File: src/rtl/muldiv_pkg.sv
// Shared constants and types for the iterative RV32M multiply/divide engine.
package muldiv_pkg;
  localparam int XLEN_DEF = 32;
  localparam int MUL_BIT  = 10;
  localparam int DIV_BIT  = 11;
  localparam int REM_BIT  = 12;

  typedef enum logic [1:0] {
    IDLE = 2'd0,
    RUN  = 2'd1,
    DONE = 2'd2
  } state_e;
endpackage

File: src/rtl/muldiv_step.sv
// One combinational iteration: shift-add multiply step or restoring-divide step.
module muldiv_step
  import muldiv_pkg::*;
#(
  parameter int XLEN = XLEN_DEF
) (
  input  logic            is_mul,
  input  logic [XLEN-1:0] acc,
  input  logic [XLEN-1:0] lo,
  input  logic [XLEN-1:0] opb,
  output logic [XLEN-1:0] acc_nxt,
  output logic [XLEN-1:0] lo_nxt
);
  logic [XLEN:0]   sum;
  logic [XLEN:0]   rem_sh;
  logic [XLEN+1:0] diff;
  logic            unused_diff;

  always_comb begin
    sum    = {1'b0, acc} + (lo[0] ? {1'b0, opb} : '0);
    rem_sh = {acc, lo[XLEN-1]};
    diff   = {1'b0, rem_sh} - {2'b00, opb};
    if (is_mul) begin
      acc_nxt = sum[XLEN:1];
      lo_nxt  = {sum[0], lo[XLEN-1:1]};
    end else if (!diff[XLEN+1]) begin
      // no borrow: the difference is below the divisor, so it fits in XLEN bits
      acc_nxt = diff[XLEN-1:0];
      lo_nxt  = {lo[XLEN-2:0], 1'b1};
    end else begin
      acc_nxt = rem_sh[XLEN-1:0];
      lo_nxt  = {lo[XLEN-2:0], 1'b0};
    end
  end

  assign unused_diff = diff[XLEN];
endmodule

File: src/rtl/muldiv_unit.sv
// Iterative unsigned mul/div/rem with start/busy/done; done pulses 32 cycles after accept.
// Starts during RUN or with a non-one-hot op are dropped; no queuing.
module muldiv_unit
  import muldiv_pkg::*;
#(
  parameter int XLEN  = XLEN_DEF,
  parameter int CNT_W = 6
) (
  input  logic              clk,
  input  logic              rst,
  input  logic              start,
  input  logic [12:0]       instructions,
  input  logic [XLEN-1:0]   v1,
  input  logic [XLEN-1:0]   v2,
  output logic              busy,
  output logic              done,
  output logic [2*XLEN-1:0] result,
  output logic              div_by_zero
);
  state_e            state_q, state_d;
  logic [CNT_W-1:0]  cnt_q, cnt_d;
  logic [XLEN-1:0]   acc_q, acc_d, lo_q, lo_d, opb_q, opb_d;
  logic              is_mul_q, is_mul_d, is_rem_q, is_rem_d;
  logic [2*XLEN-1:0] result_q, result_d;
  logic              dbz_q, dbz_d;
  logic [XLEN-1:0]   acc_nxt, lo_nxt;
  logic              accept;
  logic              unused_instr;

  muldiv_step #(.XLEN(XLEN)) u_step (
    .is_mul  (is_mul_q),
    .acc     (acc_q),
    .lo      (lo_q),
    .opb     (opb_q),
    .acc_nxt (acc_nxt),
    .lo_nxt  (lo_nxt)
  );

  assign accept = start && (state_q != RUN) && $onehot(instructions[REM_BIT:MUL_BIT]);
  assign unused_instr = ^instructions[MUL_BIT-1:0];

  always_comb begin
    state_d  = state_q;
    cnt_d    = cnt_q;
    acc_d    = acc_q;
    lo_d     = lo_q;
    opb_d    = opb_q;
    is_mul_d = is_mul_q;
    is_rem_d = is_rem_q;
    result_d = result_q;
    dbz_d    = dbz_q;
    case (state_q)
      RUN: begin
        acc_d = acc_nxt;
        lo_d  = lo_nxt;
        cnt_d = cnt_q + 1'b1;
        if (cnt_q == CNT_W'(XLEN-1)) begin
          state_d = DONE;
          dbz_d   = !is_mul_q && (opb_q == '0);
          if (is_mul_q) result_d = {acc_nxt, lo_nxt};
          else          result_d = {{XLEN{1'b0}}, (is_rem_q ? acc_nxt : lo_nxt)};
        end
      end
      DONE:    state_d = IDLE;
      default: state_d = IDLE;
    endcase
    // accept overrides the DONE->IDLE step so back-to-back ops lose no cycle
    if (accept) begin
      state_d  = RUN;
      cnt_d    = '0;
      acc_d    = '0;
      lo_d     = v1;
      opb_d    = v2;
      is_mul_d = instructions[MUL_BIT];
      is_rem_d = instructions[REM_BIT];
      dbz_d    = 1'b0;
    end
  end

  always_ff @(posedge clk or posedge rst) begin
    if (rst) begin
      state_q  <= IDLE;
      cnt_q    <= '0;
      acc_q    <= '0;
      lo_q     <= '0;
      opb_q    <= '0;
      is_mul_q <= 1'b0;
      is_rem_q <= 1'b0;
      result_q <= '0;
      dbz_q    <= 1'b0;
    end else begin
      state_q  <= state_d;
      cnt_q    <= cnt_d;
      acc_q    <= acc_d;
      lo_q     <= lo_d;
      opb_q    <= opb_d;
      is_mul_q <= is_mul_d;
      is_rem_q <= is_rem_d;
      result_q <= result_d;
      dbz_q    <= dbz_d;
    end
  end

  assign busy        = (state_q == RUN);
  assign done        = (state_q == DONE);
  assign result      = result_q;
  assign div_by_zero = dbz_q;
endmodule

File: config.mk
export PLATFORM = sky130hd
export DESIGN_NAME = muldiv_unit
export DESIGN_NICKNAME = d
export VERILOG_FILES = /design/src/rtl/muldiv_pkg.sv /design/src/rtl/muldiv_step.sv /design/src/rtl/muldiv_unit.sv
export SDC_FILE = /design/constraint.sdc
export NUM_CORES = 1
export LEC_CHECK = 0
export BUFFER_PORTS_ARGS = -buffer_cell sky130_fd_sc_hd__buf_2
export CAP_MARGIN = 25
export CORE_MARGIN = 1
export CORE_UTILIZATION = 50
export DETAILED_ROUTE_END_ITERATION = 10
export PLACE_DENSITY_LB_ADDON = 0.25
export SYNTH_ARGS = -nofsm -noshare
export SYNTH_HDL_FRONTEND = slang
export SYNTH_HIERARCHICAL = 1
export SYNTH_SLANG_ARGS = --single-unit
File: constraint.sdc
create_clock -name clk -period 6.9 [get_ports clk]
set_clock_uncertainty 0.2 [all_clocks]
set_input_delay 1.38 -clock clk [delete_from_list [all_inputs] [get_ports clk]]
set_output_delay 1.38 -clock clk [all_outputs]
set_load 0.005 [all_outputs]
==> results.toml <==
[grt]
track_usage = 0.268
met2_usage = 0.415
grt_max_degree = 91
antenna_found_initial = 0
busiest_layer = "met2"
grt_pass1_vias = 9637
grt_pass1_wl_mm = 51.2
use_met1 = 0.392
grt.overflow.total = 0
use_met3 = 0.0390

[yosys]
syn_inst = 1368
syn-cell-area_mm2 = 0.0119
syn_avg_cell_area_um2 = 8.71
yosysWarnings = 6
async_flop_share = 1.00
synth_adder_area_share = 0.0733
synthMuxAreaShare = 0.142
synth-simple-area-share = 0.177
synth_top_family_by_area = "simple AND/OR/NAND/NOR gates"
synth_ff_type = "dfrtp_1"
ys_ff_latch = 171
synth.yosys.seq_area_share = 0.359
synth.distinct_cells = 70
syn_nets = 1516
synth_compound_area_frac = 0.168
synth_enable_flop_cells = 0
yosys.area_share.xor_xnor = 0.0346

[pwr]
finalPower_mw = 7.91
vdd_drop_max_uv = 252
p_per_area_mw_per_mm2 = 589
power.leakage_nw = 6.78

[clock_network]
cts_setup_buffers = 0
postCtsHoldBufs = 0
cts_tree = "done"
clockRootBuffer = "clkbuf_16"
clockBufferDepth = 2
cts_buffers = 17
clk_latency_ns = 0.44
cts.clk_slew.worst_paths_ns = 0.08
htree_levels = 4
cts_resized = 0
clock_sinks = 171

[finish]
layout_commonest_cell = "nand2_1"
multi_input_area_mm2 = 0.00709
syn2layout_area_growth_pct = 12.7
final_util = 0.574
layout.nets = 1600
drive_above_1_share = 0.180
fill_cells = 2157
ff_latch_area_mm2 = 0.00428
layout_common_cells = "nand2_1 (248), dfrtp_1 (170), o21ai_0 (150), buf_2 (136), mux2i_1 (92)"

[placed_design]
routabilityCongestion = 0.886
hpwl_mm = 22.9
portBuffers = 136

[floorplan]
die_area_mm2 = 0.0244
placementRows = 56
start_util = 0.509
die_x_um = 156
ios = 147
design.core.area_mm2 = 0.0234
die_y_um = 156

[sta]
min_period_over_period = 0.713
rsz0062_at_grt = "no"
finalSetupTns_ns = 0
min_period_ns = 4.92
max_freq_ghz = 0.203
relSlewSlack = 0.323
finalMaxSlewViolations = 0
hold_viol_final = 0
worst_pin_slew_ns = 1.02
finalSetupViolCount = 0

[worst_setup_path]
critPathRequiredTime_ns = 7.06
endpoint_kind = "register"
critical_path_class = "reg -> reg"
cp_max_fo = 34
arrival_ns = 5.08
crit_path_start_kind = "register"

[routing]
ant_nets = 0
num_vias = 10242
wl_per_cell_um = 17.9
routed_via_density = 5.74
drt_iter0_markers = 895
wirelength_mm = 31.9
drc = 0
dr.pass1.iters = 6

[status]
status = "finished clean"

[hold_path]
hold_path.class = "reg -> reg"

[job]
cap_violations = 0
-- path summary, 6_finish.rpt --
path | from | endpoint | slack [ns] | cells after the start
setup / recovery | lo_q[0] | result[25] | 1.98 | 14
hold / removal | result[42] | result[42] | 0.27 | 2
hold reg to reg | result[42] | result[42] | 0.27 | 2
setup reg to reg | lo_q[0] | result[25] | 1.98 | 14
min in group asynchronous | rst | result[8] | 0.69 | 2
max in group asynchronous | rst | is_mul_q | 4.69 | 3
-- critical path, stage by stage (launching register included) --
cell and delay (ns):
dfrtp_1 0.76, and2_1 0.32, ha_1 0.23, fa_1 0.42, a21oi_1 0.21, o22ai_1 0.14, o21ai_0 0.41, a21oi_1 0.24
a211oi_1 0.49, o21ai_0 0.40, a31oi_1 0.31, xor2_1 0.09, a22oi_1 0.34, mux2i_1 0.11, o21ai_0 0.14
-- stage by stage --
step	worst slack [ns]	instances	hold slack (ns)	cell area, µm²
2_1_floorplan	0.688	1368	0.265	11900
3_3_place_gp	2.09	1748	0.255	12700
3_5_place_dp	2.12	1752	0.265	12800
4_1_cts	2.05	1784	0.282	13400
5_1_grt	1.57	1784	0.294	13400
6_report	1.98	1785	0.275	13400
-- Yosys cell counts, types with 3 or more instances --
cell | n | share of area
mux2_2 | 68 | 0.064
a21oi_1 | 59 | 0.025
a22oi_1 | 6 | 0.0038
buf_6 | 4 | 0.0038
clkbuf_1 | 47 | 0.015
o21ai_1 | 3 | 0.0013
mux2i_1 | 92 | 0.077
nand4_1 | 10 | 0.0053
nor2b_1 | 11 | 0.0058
buf_2 | 18 | 0.0076
or3_1 | 5 | 0.0026
buf_1 | 10 | 0.0032
nand2_1 | 248 | 0.078
xor2_1 | 18 | 0.013
inv_1 | 51 | 0.016
a21boi_0 | 5 | 0.0032
o21bai_1 | 4 | 0.0025
o21ai_0 | 150 | 0.063
nand2b_1 | 7 | 0.0037
nor2_1 | 44 | 0.014
xnor2_1 | 29 | 0.021
and3_1 | 8 | 0.0042
o211ai_1 | 4 | 0.0025
fa_1 | 3 | 0.0050
ha_1 | 65 | 0.068
a21o_1 | 34 | 0.021
a31oi_1 | 14 | 0.0074
nor3_1 | 11 | 0.0046
nand3_1 | 50 | 0.021
nor4_1 | 10 | 0.0053
o21a_1 | 11 | 0.0069
dfrtp_1 | 171 | 0.36
a211oi_1 | 13 | 0.0082
and2_1 | 35 | 0.018
-- state kept, by name (all words and copies together), names as in the netlist --
signal and flops:
div_by_zero 1, opb_q 32, lo_q 32, cnt_q 6, result 64, is_mul_q 1
is_rem_q 1, acc_q 32, state_q 2
-- power breakdown --
part	internal (mW)	switching [mW]
logic	2.02	3.02
registers	1.38	0.433
clock network	0.563	0.490
total	3.97	3.94
-- cells by family after synthesis --
kind of cell,after synthesis
flip-flops,171
adder cells (fa/ha/maj),68
XOR/XNOR,47
AO/OA/AOI/OAI,333
multiplexers,160
buffers and inverters,132
AND/OR/NAND/NOR,457
-- per-layer routing --
| layer | vias up | routed length [µm] |
|---|---|---|
| li1 | 4986 | - |
| met1 | 4862 | 15600 |
| met2 | 358 | 14000 |
| met3 | 36 | 1950 |
| met4 | 0 | 461 |
| met5 | - | 0 |
-- area by class of cell --
type / instances / area share
clock buffers: 17 / 0.0317
flip-flops and latches: 171 / 0.319
repair buffers: 146 / 0.0606
diodes: 1 / 0.000186
clock inverters: 15 / 0.0165
inverters: 51 / 0.0146
multi-input cells: 1065 / 0.528
well taps: 319 / 0.0297
Note: power is estimated with default switching activity, not from simulation.
